File: src/rtl/mat_mult_seq.sv
// Address/strobe sequencer for the shared MAC datapath of the matrix-multiply
// unit. Walks C = A x B over N x N operands, issuing A/B read addresses,
// MAC accumulate/clear strobes and C write strobes, with a start/done
// handshake and stall/abort support. Every output is registered.
module mat_mult_seq #(
  parameter int N      = 8,
  parameter int ADDR_W = 6,
  parameter int CNT_W  = 11
) (
  input  logic              clk,
  input  logic              reset,
  input  logic              start,
  input  logic              abort,
  input  logic              stall,
  output logic              busy,
  output logic              done,
  output logic              rd_en,
  output logic [ADDR_W-1:0] addr_a,
  output logic [ADDR_W-1:0] addr_b,
  output logic              mac_en,
  output logic              mac_clr,
  output logic              wr_en,
  output logic [ADDR_W-1:0] addr_c,
  output logic [CNT_W-1:0]  clock_count
);

  localparam int IDX_W = (N > 1) ? $clog2(N) : 1;
  localparam logic [IDX_W-1:0] LAST = IDX_W'(N - 1);

  typedef enum logic [1:0] {
    IDLE,
    RUN,
    FLUSH,
    DONE
  } state_t;

  state_t state;
  state_t next_state;

  logic             flush_cnt;
  logic [IDX_W-1:0] i;
  logic [IDX_W-1:0] j;
  logic [IDX_W-1:0] k;

  logic issue;
  logic last_issue;
  logic accept;
  logic busy_nxt;
  logic done_nxt;

  // Stage-1 side information travelling with each read
  logic               rd_kz;
  logic               rd_kl;
  logic [2*IDX_W-1:0] rd_c;

  // Stage-2 side information travelling with each MAC strobe
  logic               mac_last;
  logic [2*IDX_W-1:0] mac_c;

  // State register
  always_ff @(posedge clk) begin
    if (!reset) state <= IDLE;
    else        state <= next_state;
  end

  // Next-state logic; abort overrides every transition
  always_comb begin
    next_state = state;
    if (abort) begin
      next_state = IDLE;
    end else begin
      case (state)
        IDLE:    if (start) next_state = RUN;
        RUN:     if (issue && last_issue) next_state = FLUSH;
        FLUSH:   if (flush_cnt) next_state = DONE;
        DONE:    if (!start) next_state = IDLE;
        default: next_state = IDLE;
      endcase
    end
  end

  // Output-side decode feeding the registered strobes
  always_comb begin
    issue      = (state == RUN) && !stall;
    last_issue = (i == LAST) && (j == LAST) && (k == LAST);
    accept     = (state == IDLE) && start && !abort;
    busy_nxt   = !abort && ((next_state == RUN) || (next_state == FLUSH));
    done_nxt   = !abort && (state == DONE);
  end

  // Two-cycle drain timer while in FLUSH
  always_ff @(posedge clk) begin
    if (!reset)               flush_cnt <= 1'b0;
    else if (state == FLUSH)  flush_cnt <= 1'b1;
    else                      flush_cnt <= 1'b0;
  end

  // Loop indices: k innermost, then j, then i; frozen while stalled
  always_ff @(posedge clk) begin
    if (!reset) begin
      i <= '0;
      j <= '0;
      k <= '0;
    end else if (accept) begin
      i <= '0;
      j <= '0;
      k <= '0;
    end else if (issue && !abort) begin
      if (k == LAST) begin
        k <= '0;
        if (j == LAST) begin
          j <= '0;
          i <= i + IDX_W'(1);
        end else begin
          j <= j + IDX_W'(1);
        end
      end else begin
        k <= k + IDX_W'(1);
      end
    end
  end

  // Cycle counter covering RUN and FLUSH, held between operations
  always_ff @(posedge clk) begin
    if (!reset)
      clock_count <= '0;
    else if (accept)
      clock_count <= '0;
    else if ((state == RUN) || (state == FLUSH))
      clock_count <= clock_count + CNT_W'(1);
  end

  // Read issue, MAC and write pipeline; stages never stall, abort drops all
  always_ff @(posedge clk) begin
    if (!reset) begin
      busy     <= 1'b0;
      done     <= 1'b0;
      rd_en    <= 1'b0;
      addr_a   <= '0;
      addr_b   <= '0;
      rd_kz    <= 1'b0;
      rd_kl    <= 1'b0;
      rd_c     <= '0;
      mac_en   <= 1'b0;
      mac_clr  <= 1'b0;
      mac_last <= 1'b0;
      mac_c    <= '0;
      wr_en    <= 1'b0;
      addr_c   <= '0;
    end else begin
      busy     <= busy_nxt;
      done     <= done_nxt;
      rd_en    <= issue && !abort;
      if (issue && !abort) begin
        addr_a <= ADDR_W'({i, k});
        addr_b <= ADDR_W'({k, j});
        rd_kz  <= (k == '0);
        rd_kl  <= (k == LAST);
        rd_c   <= {i, j};
      end
      mac_en   <= rd_en && !abort;
      mac_clr  <= rd_en && rd_kz && !abort;
      mac_last <= rd_en && rd_kl && !abort;
      mac_c    <= rd_c;
      wr_en    <= mac_en && mac_last && !abort;
      if (mac_en && mac_last && !abort)
        addr_c <= ADDR_W'(mac_c);
    end
  end

endmodule

File: config.mk
export PLATFORM = sky130hd
export DESIGN_NAME = mat_mult_seq
export DESIGN_NICKNAME = d
export VERILOG_FILES = /design/src/rtl/mat_mult_seq.sv
export SDC_FILE = /design/constraint.sdc
export NUM_CORES = 1
export LEC_CHECK = 0
export ABC_AREA = 0
export BUFFER_PORTS_ARGS = -buffer_cell sky130_fd_sc_hd__buf_2
export CAP_MARGIN = 10
export CORE_MARGIN = 1.5
export CORE_UTILIZATION = 45
export CTS_BUF_LIST = sky130_fd_sc_hd__clkbuf_8
export DETAILED_ROUTE_END_ITERATION = 7
export PLACE_DENSITY = 0.7
export SYNTH_ARGS = -nofsm -noshare
export SYNTH_HDL_FRONTEND = slang
export SYNTH_SLANG_ARGS = --single-unit
File: constraint.sdc
create_clock -name clk -period 2.12 [get_ports clk]
set_input_delay 0.212 -clock clk [delete_from_list [all_inputs] [get_ports clk]]
set_output_delay 0.212 -clock clk [all_outputs]
set_load 0.02 [all_outputs]
==> results.yml <==
floorplanning:
  io_pins: 40
  row_count: 24
  start_util_pct: 47.4
  die_h_um: 71.4
  die_area_sq_um: 5100
  core_area_sq_um: 4440
  die_w_um: 71.4
worst_setup_path:
  required_ps: 2330
  crit_fanout: 7
  crit_path_start_kind: "flop"
  cp.arrival_ps: 2010
  cp-end-kind: "flop"
  critical_path_class: "reg2reg"
clocking:
  clk_latency_ps: 300
  cts_max_path_buffers: 2
  cts_root_buf: "clkbuf_8"
  ctsResizeCount: 0
  cts_tree: "done"
  clkSlewWorstSetupHoldPaths_ps: 90
  cts_buffers: 5
  htreeDepth: 2
  clock_sinks: 53
  post_cts_buffers: 0
  cts-hold-fix-buffers: 0
pwr:
  pwr-share-seq_pct: 57.8
  switching_share_pct: 21.2
  p_comb_share_pct: 3.3
  p_int_w: 0.00137
  power_density_nw_per_um2: 713
  peakVddDrop_v: 0.000414
  pwr-share-clk_pct: 38.9
  p_leak_nw: 1.13
  p_sw_w: 0.000367
route:
  drtPass1Iterations: 8
  post_drt_wl_per_cell_um: 11.3
  antenna_left: 0
  dr_total_vias: 1582
  drt-initial-drc-count: 92
  via_per_inst: 4.99
  wl_um: 3580
  drcViolationCount: 4
cells_and_area:
  seqCellArea_sq_um: 1060
  layout_common_cells: "53 x dfxtp_1, 39 x buf_2, 32 x nand2_1"
  final-instance-count-excl-fill: 317
  mostFrequentLayoutCell: "dfxtp_1"
  drive_gt1_share_pct: 20.4
  area_growth_pct: 15.4
  layout.nets: 281
  multi_input_area_sq_um: 956
  diodes: 0
  fin_util_pct: 54.8
  fillers: 414
placement:
  io_buffers: 39
  post-place-ws_ps: 359
  placed_cells: 309
  dp_hpwl_um: 2590
  globalplace.congestion: 0.853
sta:
  finalSetupViolCount: 0
  period_share_pct: 84.9
  finalCriticalPeriod_ps: 1800
  hold_ws_ps: 246
  max_slew_margin_pct: 68.0
  maxSlewViolCount: 0
  fin_ws_ps: 321
  fin_setup_tns_ps: 0
  finClkSkew_ps: 7.17
  worstMarginPinSlew_ps: 480
  hold_viol: 0
  grt_setup_unrepaired: "false"
  max_freq_ghz: 0.556
synthesis:
  syn-num-nets: 244
  synth_xor_area_share_pct: 4.57
  yosysTopAreaCellShare_pct: 50.3
  yosysWarnings: 0
  synth-compound-area-share_pct: 7.30
  synthAdderAreaFrac_pct: 7.12
  synth-simple-area-share_pct: 21.6
  synth_cell_type_count: 32
  synth.area.top_cells: "dfxtp_1 50%, ha_1 7.1%, nand2_1 5.7%"
  yosys.area.top_type: "dfxtp_1"
  syn_inst: 227
  synth_mux_area_share_pct: 4.75
  avgSynthCellArea_sq_um: 9.29
  seq_area_frac_synth_pct: 50.3
  ys_ff_latch: 53
  synth_top_family_by_area: "simple AND/OR/NAND/NOR gates"
  synth_area_sq_um: 2110
global_routing:
  track_usage_pct: 15.3
  gr-total-overflow: 0
  grt_use_met1_pct: 19.0
  met3_usage_pct: 3.52
  grt_pass1_wl_um: 6090
  antenna_found_initial: 0
  first_global_vias: 1422
  grt_use_met2_pct: 24.4
  top_usage_layer: "met2"
  grt_max_degree: 21
min_path:
  hp-class: "in2reg"
flow_run:
  cap_viol_max_count: 0
outcome:
  status: "finished with violations"
  violations: "DRC"
==> metrics by stage <==
step / power [W] / cell area [sq um]
global route: 0.00179 / 2430
CTS: 0.00175 / 2430
global placement: 0.00108 / 2320
detailed placement: 0.00108 / 2320
floorplan: 0.00106 / 2110
finish: 0.00173 / 2430
==> cells in the mapped netlist, drive strengths merged <==
cell / instances
and3: 6
clkbuf: 3
nor3: 1
a21o: 1
o21ai: 2
o22ai: 1
nand3: 4
nor2: 29
xnor2: 3
or2: 2
nand2: 33
nand2b: 3
a2bb2oi: 1
dfxtp: 53
and2: 10
buf: 9
a211o: 1
mux2i: 10
and4: 1
nand4b: 1
nand4: 2
xor2: 8
nand3b: 2
inv: 6
ha: 12
a21oi: 21
a211oi: 1
or3: 1
==> cells by family after synthesis <==
kind of cell,Yosys count
buf+inv,18
mux,10
simple gates,95
flops,53
fa+ha+maj,12
compound gates,28
xor+xnor,11
==> metal layers <==
layer,wire length (um),up-vias
met5,0,-
met3,155,6
met2,1590,37
li1,-,817
met1,1750,722
met4,84,0
==> layout make-up <==
type | instances | area share (%)
clock buffer | 5 | 2.83
clock inverter | 3 | 1.75
inverter | 6 | 0.925
multi-input combinational | 156 | 39.3
sequential | 53 | 43.6
tap | 52 | 2.67
timing repair buffer | 42 | 8.95
==> state kept, by name, summed over array words and instances (netlist names), 2 cells and up <==
| signal | flops |
|---|---|
| clock_count | 11 |
| addr_a | 6 |
| addr_c | 6 |
| mac_c | 6 |
| addr_b | 3 |
| i | 3 |
| j | 3 |
| k | 3 |
| state | 2 |
==> worst paths after layout <==
| kind | from | endpoint | slack, ps | depth (start not counted) |
|---|---|---|---|---|
| min | reset | mac_c[4] | 250 | 2 |
| max | state[0] | busy | 320 | 7 |
| max reg2reg | state[0] | busy | 320 | 7 |
| min reg2reg | rd_kl | rd_kl | 460 | 2 |
==> critical path, cell delays in order, from the launching register on <==
cell and delay, ps:
dfxtp_1 460, inv_1 100, ha_1 280, a211o_1 280
a21oi_1 240, o21ai_0 130, a2bb2oi_1 160, nor2_1 50
==> power by group through the flow <==
stage / clock, W / combinational [W] / sequential (W)
after floorplan: 0 / 0.0000359 / 0.00103
after global placement: 0 / 0.0000568 / 0.00103
after detailed placement: 0 / 0.0000572 / 0.00103
after CTS: 0.000690 / 0.0000574 / 0.00100
after global routing: 0.000721 / 0.0000645 / 0.00100
final: 0.000676 / 0.0000568 / 0.00100
(Power assumes the default switching activity.)
